### src/rtl/sym9_pattern_gen.sv
// sym9_pattern_gen: streams every 9-bit vector whose popcount equals a
// requested weight k, in ascending numeric order, over a valid/ready port.
// Each vector carries the expected Z9sym output (1 iff 3 <= k <= 6) so the
// stream can drive a symmetric-function block and its checker together.
module sym9_pattern_gen #(
   parameter int N     = 9,
   parameter int CNT_W = 8
) (
   input  logic             clk,
   input  logic             rst,
   input  logic             start,
   input  logic [3:0]       weight,
   input  logic             abort,
   output logic             out_valid,
   input  logic             out_ready,
   output logic [N-1:0]     out_vec,
   output logic             out_last,
   output logic             out_sym,
   output logic             busy,
   output logic             done,
   output logic             err,
   output logic [CNT_W-1:0] count
);

   typedef enum logic [1:0] {
      IDLE = 2'd0,
      SCAN = 2'd1,
      HOLD = 2'd2
   } state_t;

   state_t     state;
   logic [3:0] k_q;
   // One extra bit so the counter can step past the all-ones pattern
   // without aliasing back to zero.
   logic [N:0] cand;

   logic       cand_hit;
   logic       cand_last;
   logic       sym_k;

   // Popcount of a candidate; 4 bits is enough for the 9-bit vector.
   function automatic logic [3:0] popcount(input logic [N-1:0] v);
      logic [3:0] c;
      c = '0;
      for (int i = 0; i < N; i++) begin
         c = c + {3'b000, v[i]};
      end
      return c;
   endfunction

   // Largest vector of weight k: the k ones packed into the top bits.
   function automatic logic [N-1:0] lastpat(input logic [3:0] k);
      logic [N-1:0] p;
      p = '0;
      for (int i = 0; i < N; i++) begin
         if (i >= N - int'(k)) begin
            p[i] = 1'b1;
         end
      end
      return p;
   endfunction

   // Match and termination decode for the candidate examined this cycle.
   assign cand_hit  = (popcount(cand[N-1:0]) == k_q);
   assign cand_last = (cand[N-1:0] == lastpat(k_q));
   assign sym_k     = (k_q >= 4'd3) && (k_q <= 4'd6);

   // Control FSM with all outputs registered.
   always_ff @(posedge clk or posedge rst) begin
      if (rst) begin
         state     <= IDLE;
         k_q       <= '0;
         cand      <= '0;
         out_valid <= 1'b0;
         out_vec   <= '0;
         out_last  <= 1'b0;
         out_sym   <= 1'b0;
         busy      <= 1'b0;
         done      <= 1'b0;
         err       <= 1'b0;
         count     <= '0;
      end else begin
         // NOTE: non-blocking assignments throughout, so every branch sees
         // the pre-edge register values; the default below turns done into
         // a single-cycle pulse unless a branch re-asserts it.
         done <= 1'b0;
         case (state)
            IDLE: begin
               if (start) begin
                  count <= '0;
                  if (weight > 4'd9) begin
                     // Impossible weight: report and finish with no vectors.
                     err  <= 1'b1;
                     done <= 1'b1;
                  end else begin
                     k_q   <= weight;
                     err   <= 1'b0;
                     cand  <= '0;
                     busy  <= 1'b1;
                     state <= SCAN;
                  end
               end
            end

            SCAN: begin
               if (abort) begin
                  busy  <= 1'b0;
                  state <= IDLE;
               end else begin
                  cand <= cand + (N+1)'(1);
                  if (cand_hit) begin
                     out_vec   <= cand[N-1:0];
                     out_valid <= 1'b1;
                     out_last  <= cand_last;
                     out_sym   <= sym_k;
                     state     <= HOLD;
                  end
               end
            end

            HOLD: begin
               // Abort wins over a same-cycle accept; that vector is dropped.
               if (abort) begin
                  out_valid <= 1'b0;
                  out_last  <= 1'b0;
                  busy      <= 1'b0;
                  state     <= IDLE;
               end else if (out_ready) begin
                  count     <= count + CNT_W'(1);
                  out_valid <= 1'b0;
                  out_last  <= 1'b0;
                  if (out_last) begin
                     busy  <= 1'b0;
                     done  <= 1'b1;
                     state <= IDLE;
                  end else begin
                     state <= SCAN;
                  end
               end
            end

            default: begin
               busy      <= 1'b0;
               out_valid <= 1'b0;
               state     <= IDLE;
            end
         endcase
      end
   end

endmodule
### config.mk
export PLATFORM = sky130hd
export DESIGN_NAME = sym9_pattern_gen
export DESIGN_NICKNAME = d
export VERILOG_FILES = /design/src/rtl/sym9_pattern_gen.sv
export SDC_FILE = /design/constraint.sdc
export NUM_CORES = 1
export LEC_CHECK = 0
export ABC_AREA = 1
export CORE_MARGIN = 8
export CORE_UTILIZATION = 56
export DETAILED_ROUTE_END_ITERATION = 10
export PLACE_DENSITY = 0.81
export SKIP_CTS_REPAIR_TIMING = 1
export SLEW_MARGIN = 20
export SYNTH_ARGS = -nofsm -noshare
export SYNTH_HDL_FRONTEND = slang
export SYNTH_SLANG_ARGS = --single-unit
### constraint.sdc
create_clock -name clk -period 4.3 [get_ports clk]
set_input_delay 1.075 -clock clk [delete_from_list [all_inputs] [get_ports clk]]
set_output_delay 1.075 -clock clk [all_outputs]
set_load 0.05 [all_outputs]
==> metrics.md, run 1 <==
| Metric | Value |
|---|---|
| Slew Viols, Final | `0` |
| Mux contribution to synthesized area | `0%` |
| Worst setup startpoint | `cand[3]$_DFFE_PP0P_` |
| Setup_tns | `0 ns` |
| Final period utilization | `92.8%` |
| Critical Path RT | `4.48 ns` |
| FF-to-FF End | `out_vec[3]$_DFFE_PP0P_` |
| CTS Buffer Depth | `2` |
| First-pass GRT wire length | `10400 um` |
| Leak | `1.44 nW` |
| Grt met2 use | `31.6%` |
| Worst Skew | `0.0143 ns` |
| Syn-to-layout area delta | `18.0%` |
| Initial Utilization | `58.0%` |
| TritonCTS clock tree | `done` |
| Vias | `2237` |
| Status | `finished, final reports clean` |
| Hold Crit Start | `out_valid$_DFFE_PP0P_` |
| Syn. warnings | `0` |
| Antenna cells | `0` |
| Drt drc | `0` |
| CP max FO | `20` |
| Nets@finish | `390` |
| Routed WL | `5860 um` |
| Tmin final | `3.99 ns` |
| Main combinational cell family by area after synthesis | `simple AND/OR/NAND/NOR gates` |
| Vias per cell | `5.33` |
| Global route hottest layer | `met2` |
| Seq/Total Area, Yosys | `37.9%` |
| Initial drt markers | `93` |
| Worst path slowest cell | `fa_1` |
| Number of I/O pins | `32` |
| Site Rows | `24` |
| DR WL/cell | `14.0 um` |
| Port Buffers | `31` |
| CTS H-tree lvls | `2` |
| Pin count of the biggest net entering global routing | `39` |
| Layout cell share with drive strength beyond 1 | `13.0%` |
| Synth Area in Compound Gates | `11.3%` |
| CP dominant cell by count | `fa_1` |
| RR Startpoint | `cand[3]$_DFFE_PP0P_` |
| Adder-Cell Fraction of Synth Area | `8.49%` |
| Grt met3 use | `3.81%` |
| Simple logic cell fraction of the synthesized area | `32.1%` |
| Die area | `0.00687 mm2` |
| Synth cell types | `35` |
| PwrDens | `706 mW/mm2` |
| Xor/xnor share of the synthesized area | `1.40%` |
| GPL Wtd Cong | `0.940` |
| Final Hold Slack | `0.477 ns` |
| Hold Path Stages | `2` |
| Critical path, cell by cell | `inv_1 > fa_1 > fa_1 > fa_1 > fa_1 > fa_1 > inv_1 > nand2_1 > nand4_1 > nor2_2 > nand2_2 > nor2_4 > inv_2 > nand2_1 > o21ai_2` |
| GRT overflow | `0` |
| Relative slew slack | `65.3%` |
| Seq cells post-synth | `38` |
| CTS Root Cell | `clkbuf_8` |
| CP arrival | `4.17 ns` |
| Clock latency on the worst-skew pair | `0.30 ns` |
| Post-DRT Antenna Nets | `0` |
| Max Freq | `251 MHz` |
| Slowest cell delay on critical path | `0.52 ns` |
| Number of global-route vias before repair | `2272` |
| Die height | `82.9 um` |
| Max IR drop VDD | `0.347 mV` |
| Drt first pass iters | `4` |
| Hold endpoint | `out_valid$_DFFE_PP0P_` |
| Die X | `82.9 um` |
| Mapped Area | `0.00251 mm2` |
| Hold Path Class | `flip-flop to flip-flop` |
| Worst-case reg-to-reg path depth | `15` |
| Post-Syn Nets | `354` |
| Tot Pwr | `2.09 mW` |
| Core box area | `0.00432 mm2` |
| Syn Inst Count | `331` |
| Reg clk slew, reported paths | `0.08 ns` |
| Critical path type | `flip-flop to flip-flop` |
| Endpoints failing setup | `0` |
| Total CTS buffers | `5` |
| CP startpoint kind | `flip-flop` |
| Least-Margin Pin Slew | `0.519 ns` |
| Initial antenna violation count | `0` |
| GRT Total Usage | `17.7%` |
| DP Wirelength | `4550 um` |
| Worst reg2reg setup slack | `0.31 ns` |
| Worst setup EP type | `flip-flop` |
| Fin. Hold Viols | `0` |
| RSZ-0062 raised after global routing | `false` |
| Avg Inst Size Synth | `7.57 um2` |
| Maxcap violations | `0` |
| Clock sink count | `38` |
| Grt met1 use | `20.5%` |
## cells in the final DEF (no fill, tap or decap), types with 2 or more instances in the layout
master           netlist  layout
a21oi_1                5       5
clkbuf_8               0       6
clkdlybuf4s50_1        0      31
dfrtp_1               38      38
fa_1                   5       5
ha_1                   9       9
inv_1                 42      42
inv_2                  8       8
nand2_1               94      94
nand2_2                8       8
nand3_1               31      31
nand4_1                6       6
nor2_1                18      18
nor2_2                 6       6
nor3_1                 9       9
o21a_1                 2       2
o21ai_0               13      13
o21ai_1                4       4
o21ai_2               11      11
o31ai_1                2       2
xor2_1                 3       3
## worst max path at each step
| stage | endpoint | slack, ns |
|---|---|---|
| 5_1_grt | out_vec[3]$_DFFE_PP0P_ | 0.03 |
| 6_report | out_vec[3]$_DFFE_PP0P_ | 0.31 |
| 3_3_place_gp | out_vec[8]$_DFFE_PP0P_ | 0.43 |
| 2_1_floorplan | out_vec[2]$_DFFE_PP0P_ | 0.60 |
| 3_5_place_dp | out_vec[4]$_DFFE_PP0P_ | 0.32 |
| 4_1_cts | out_vec[4]$_DFFE_PP0P_ | 0.30 |
## state kept, by name, summed over array words and instances, names as in the netlist
register	count
busy	1
cand	9
count	8
done	1
err	1
k_q	4
out_last	1
out_sym	1
out_valid	1
out_vec	9
state	2
## Yosys cell counts, drive strengths merged
cell type	n	area [um2]
a31oi	1	6.26
o21ai	29	198
buf	3	27.5
nor4	1	6.26
o21a	2	15.0
dfrtp	38	951
a41oi	1	8.76
nand3	31	155
nand2	103	414
fa	5	100
xnor2	1	8.76
or2	2	12.5
clkinv	1	3.75
nor3	10	55.1
o31ai	2	15.0
xor2	3	26.3
nand3b	1	7.51
ha	9	113
inv	50	188
a21oi	6	33.8
nand4	6	37.5
nor2	25	116
o211ai	1	7.51
## routing by layer
layer,wire length (um),share of wire [%]
met1,2630,45
met2,2970,51
met3,201,3.4
met4,64,1.1
met5,0,0
## power by group
part | total, mW | switching, mW | internal, mW
logic | 1.26 | 0.845 | 0.415
clock network | 0.269 | 0.140 | 0.129
registers | 0.558 | 0.0993 | 0.458
## critical path, delay by kind of cell, from the launching register on
kind / cells / cell delay (ns)
and+or+nand+nor: 6 / 0.63
AOI/OAI and AO/OA: 1 / 0.05
DFF: 1 / 0.42
buffers and inverters: 3 / 0.42
adders and majority gates: 5 / 2.34
## per-stage QoR
step / util [%] / setup WS, ns / area, um2 / instances
after floorplan: - / 0.600 / 2510 / 331
after global placement: 66.2 / 0.425 / 2860 / 412
after detailed placement: 66.2 / 0.325 / 2860 / 412
after CTS: 68.4 / 0.299 / 2960 / 420
after global routing: 68.4 / 0.0264 / 2960 / 420
final: 68.4 / 0.308 / 2960 / 420
## cell families (layout without fill, tap and decap cells)
group,count (synthesis),in the layout
XOR/XNOR,4,4
AND/OR/NAND/NOR,179,179
buffers and inverters,54,91
adder cells (fa/ha/maj),14,14
AO/OA/AOI/OAI,42,42
flip-flops,38,38
## final cells by class
cell class                 count  area [um2]
clock buffer                   6        82.6
clock inverter                 2        12.5
fill                         368        1370
inverter                      51         191
multi-input combinational    239        1340
sequential                    38         951
tap                           52        65.1
timing repair buffer          32         318
Note: power is estimated with default switching activity, not from simulation.
==> run 2: changes to the inputs <==
--- a/config.mk
+++ b/config.mk
@@ -11,7 +11,6 @@
 export DETAILED_ROUTE_END_ITERATION = 10
 export PLACE_DENSITY = 0.81
 export SKIP_CTS_REPAIR_TIMING = 1
-export SLEW_MARGIN = 20
 export SYNTH_ARGS = -nofsm -noshare
 export SYNTH_HDL_FRONTEND = slang
 export SYNTH_SLANG_ARGS = --single-unit
==> results of run 2 <==
Final layout, timing and power as in run 1 (identical DEF).
==> run 3: changes to the inputs <==
--- a/config.mk
+++ b/config.mk
@@ -5,11 +5,11 @@
 export SDC_FILE = /design/constraint.sdc
 export NUM_CORES = 1
 export LEC_CHECK = 0
-export ABC_AREA = 1
-export CORE_MARGIN = 8
-export CORE_UTILIZATION = 56
+export CORE_MARGIN = 1.5
+export CORE_UTILIZATION = 55
 export DETAILED_ROUTE_END_ITERATION = 10
-export PLACE_DENSITY = 0.81
+export GPL_TIMING_DRIVEN = 0
+export PLACE_DENSITY = 0.8
 export SKIP_CTS_REPAIR_TIMING = 1
 export SYNTH_ARGS = -nofsm -noshare
 export SYNTH_HDL_FRONTEND = slang
==> run 3 against run 2 <==
Total power down 13%. Critical path type unchanged. Critical endpoint is now out_last$_DFFE_PP0P_. Die area down 32%. Wire length down 16%.
==> metrics.md, run 3 <==
| Metric | Value |
|---|---|
| Initial Utilization | `57.7% (-0.29 points)` |
| Hold endpoint | `out_vec[4]$_DFFE_PP0P_` |
| Worst-case reg-to-reg path depth | `11 (-4)` |
| Port Buffers | `31 (unchanged)` |
| CTS Buffer Depth | `2 (unchanged)` |
| Clock sink count | `38 (unchanged)` |
| Final Instance Area | `0.00290 mm2 (-2.0%)` |
| GRT overflow | `0 (unchanged)` |
| Count leader, synth | `dfrtp_1` |
| Most common cell after layout, fill and taps aside | `dfrtp_1` |
| Initial drt markers | `121 (+30%)` |
| CTS H-tree lvls | `2 (unchanged)` |
| Maxcap violations | `0 (unchanged)` |
| Fin. Hold Viols | `0 (unchanged)` |
| Die area | `0.00465 mm2 (-32%)` |
| Slew Viols, Final | `0 (unchanged)` |
| Hold Path Stages | `2 (unchanged)` |
| Seq cells post-synth | `38 (unchanged)` |
| Ys async rst share | `100% (unchanged)` |
| Tmin final | `4.20 ns (+0.207 ns)` |
| Hold Crit Start | `out_vec[4]$_DFFE_PP0P_` |
| Antenna cells | `0 (unchanged)` |
| Worst setup EP type | `flip-flop` |
| GPL Wtd Cong | `0.807 (-14%)` |
| Layout cell share with drive strength beyond 1 | `10.2% (-2.8 points)` |
| Final period utilization | `97.6% (+4.8 points)` |
| Least-Margin Pin Slew | `0.813 ns (+0.295 ns)` |
| Relative slew slack | `45.7% (-20 points)` |
| Area leader, netlist | `dfrtp_1` |
| Core box area | `0.00406 mm2 (-6.2%)` |
| Post-Syn Nets | `273 (-23%)` |
| Top Registers | `cand: 9 flops, out_vec: 9 flops, count: 8 flops` |
| Avg Inst Size Synth | `9.36 um2 (+24%)` |
| Worst Skew | `0.00980 ns (-0.00452 ns)` |
| Tot Pwr | `1.81 mW (-13%)` |
| CP startpoint kind | `flip-flop` |
| Die height | `68.2 um (-18%)` |
| Total CTS buffers | `5 (unchanged)` |
| Critical Path RT | `4.50 ns (+0.02 ns)` |
| DR WL/cell | `14.3 um (+2.7%)` |
| Post-DP Area | `0.00271 mm2 (-5.2%)` |
| Endpoints failing setup | `0 (unchanged)` |
| RR Startpoint | `cand[0]$_DFFE_PP0P_` |
| CP arrival | `4.40 ns (+0.23 ns)` |
| Pin count of the biggest net entering global routing | `39 (unchanged)` |
| Drt first pass iters | `4 (unchanged)` |
| Drt drc | `0 (unchanged)` |
| Leak | `1.27 nW (-12%)` |
| Seq/Total Area, Yosys | `40.6% (+2.7 points)` |
| Critical path type | `flip-flop to flip-flop` |
| Synth top cells by count | `38 x dfrtp_1, 28 x o21ai_0, 24 x nand2_1` |
| Post-DRT Antenna Nets | `0 (unchanged)` |
| Routed WL | `4930 um (-16%)` |
| Status | `finished, final reports clean` |
| PwrDens | `625 mW/mm2 (-11%)` |
| Die X | `68.2 um (-18%)` |
| Vias per cell | `5.62 (+5.4%)` |
| FF-to-FF End | `out_last$_DFFE_PP0P_` |
| Nets@finish | `316 (-19%)` |
| Vias | `1932 (-14%)` |
| Worst reg2reg setup slack | `0.10 ns (-0.21 ns)` |
| Dominant synthesized flop cell | `dfrtp_1` |
| Syn Inst Count | `250 (-24%)` |
| Site Rows | `23 (-4.2%)` |
| DP Wirelength | `3460 um (-24%)` |
| TritonCTS clock tree | `done` |
| Reg clk slew, reported paths | `0.08 ns (about the same)` |
| Max Freq | `238 MHz (-4.9%)` |
| Most frequent cells in the layout | `37 x dfrtp_1, 31 x clkdlybuf4s50_1, 27 x o21ai_0, 24 x nand2_1, 19 x inv_1` |
| Syn-to-layout area delta | `23.9%` |
| Largest cells by area after synthesis | `dfrtp_1 41%, o21ai_0 6.0%, ha_1 4.8%` |
| Clock latency on the worst-skew pair | `0.30 ns (about the same)` |
| Initial antenna violation count | `0 (unchanged)` |
| Post-synth EDFFs | `0 (unchanged)` |
| GRT Total Usage | `23.5% (+5.7 points)` |
| Number of I/O pins | `32 (unchanged)` |
| Hold Path Class | `flip-flop to flip-flop` |
| Yosys top cell area share | `40.6% (+2.7 points)` |
| First-pass GRT wire length | `8020 um (-23%)` |
| CTS Root Cell | `clkbuf_8` |
| Number of global-route vias before repair | `1724 (-24%)` |
| Mapped Area | `0.00234 mm2 (-6.6%)` |
| Synth cell types | `54 (+54%)` |
| CP max FO | `4 (-80%)` |
| Syn. warnings | `0 (unchanged)` |
| Max IR drop VDD | `0.442 mV (+28%)` |
[run 3: changes by cell type after synthesis, moves of 5 or more]
cell,change
xor2_1,+5
o21ai_0,+15
a21oi_1,+5
or3_1,+6
nand2_1,-70
xnor2_1,+8
o21ai_2,-11
nor2_2,-6
inv_2,-8
inv_1,-21
nand2_2,-8
clkbuf_1,+6
nand3_1,-22
[run 3: worst max path at each step]
| stage | from | endpoint | depth (start not counted) |
|---|---|---|---|
| 6_report | cand[0]$_DFFE_PP0P_ | out_last$_DFFE_PP0P_ | 11 |
| 5_1_grt | cand[0]$_DFFE_PP0P_ | out_last$_DFFE_PP0P_ | 11 |
| 4_1_cts | cand[0]$_DFFE_PP0P_ | out_vec[6]$_DFFE_PP0P_ | 12 |
| 3_5_place_dp | cand[0]$_DFFE_PP0P_ | out_vec[6]$_DFFE_PP0P_ | 12 |
| 3_3_place_gp | cand[0]$_DFFE_PP0P_ | out_last$_DFFE_PP0P_ | 11 |
| 2_1_floorplan | cand[0]$_DFFE_PP0P_ | out_last$_DFFE_PP0P_ | 11 |
[run 3: area by class of cell]
class	count	area, um2
buffer	11	60.1
clock buffer	6	82.6
timing repair buffer	36	348
sequential	38	952
multi-input combinational	180	1250
inverter	21	78.8
tap	50	62.6
clock inverter	2	60.1
fill	315	1160
[run 3: worst max-delay path: stages (launching register included)]
cell and delay, ns:
dfrtp_2 0.38, inv_1 0.07, fa_1 0.56, fa_1 0.42
fa_1 0.47, fa_2 0.37, fa_1 0.52, xor2_1 0.15
nand3_1 0.11, or4b_4 0.56, and2_4 0.16, o41ai_2 0.32
[run 3: stage by stage]
| stage | TNS (ns) | utilization (%) | hold WS [ns] | worst slack, ns | cells |
|---|---|---|---|---|---|
| floorplan | 0 | - | 0.532 | 0.170 | 250 |
| global placement | -0.00419 | 66.9 | 0.461 | -0.00419 | 331 |
| detailed placement | -0.483 | 66.9 | 0.470 | -0.0615 | 331 |
| CTS | -0.871 | 70.4 | 0.491 | -0.0973 | 339 |
| global route | -0.0336 | 71.4 | 0.509 | -0.0336 | 344 |
| finish | 0 | 71.4 | 0.483 | 0.101 | 344 |
[run 3: layer usage]
| metal | part of all wire (%) | GRT usage [%] | up-vias |
|---|---|---|---|
| met3 | 4.8 | 7.24 | 8 |
| met5 | 0 | 0 | - |
| met1 | 49 | 32.2 | 918 |
| li1 | - | - | 956 |
| met2 | 45 | 35.4 | 50 |
| met4 | 1.6 | 7.50 | 0 |
[run 3: kinds of logic (layout without fill, tap and decap cells)]
kind of cell / after synthesis / after routing / share of synthesized area (%)
AND/OR/NAND/NOR: 87 / 87 / 19.8
AO/OA/AOI/OAI: 58 / 58 / 15.9
adder cells (fa/ha/maj): 14 / 14 / 9.09
XOR/XNOR: 18 / 18 / 7.38
buffers and inverters: 32 / 76 / 5.88
multiplexers: 3 / 3 / 1.34
flip-flops: 38 / 38 / 40.6
[run 3: where the power goes]
part / internal, mW / total, mW / switching, mW / leakage, nW
Sequential: 0.425 / 0.465 / 0.0397 / 0.507
Combinational: 0.387 / 0.962 / 0.575 / 0.688
Clock: 0.248 / 0.384 / 0.136 / 0.0714
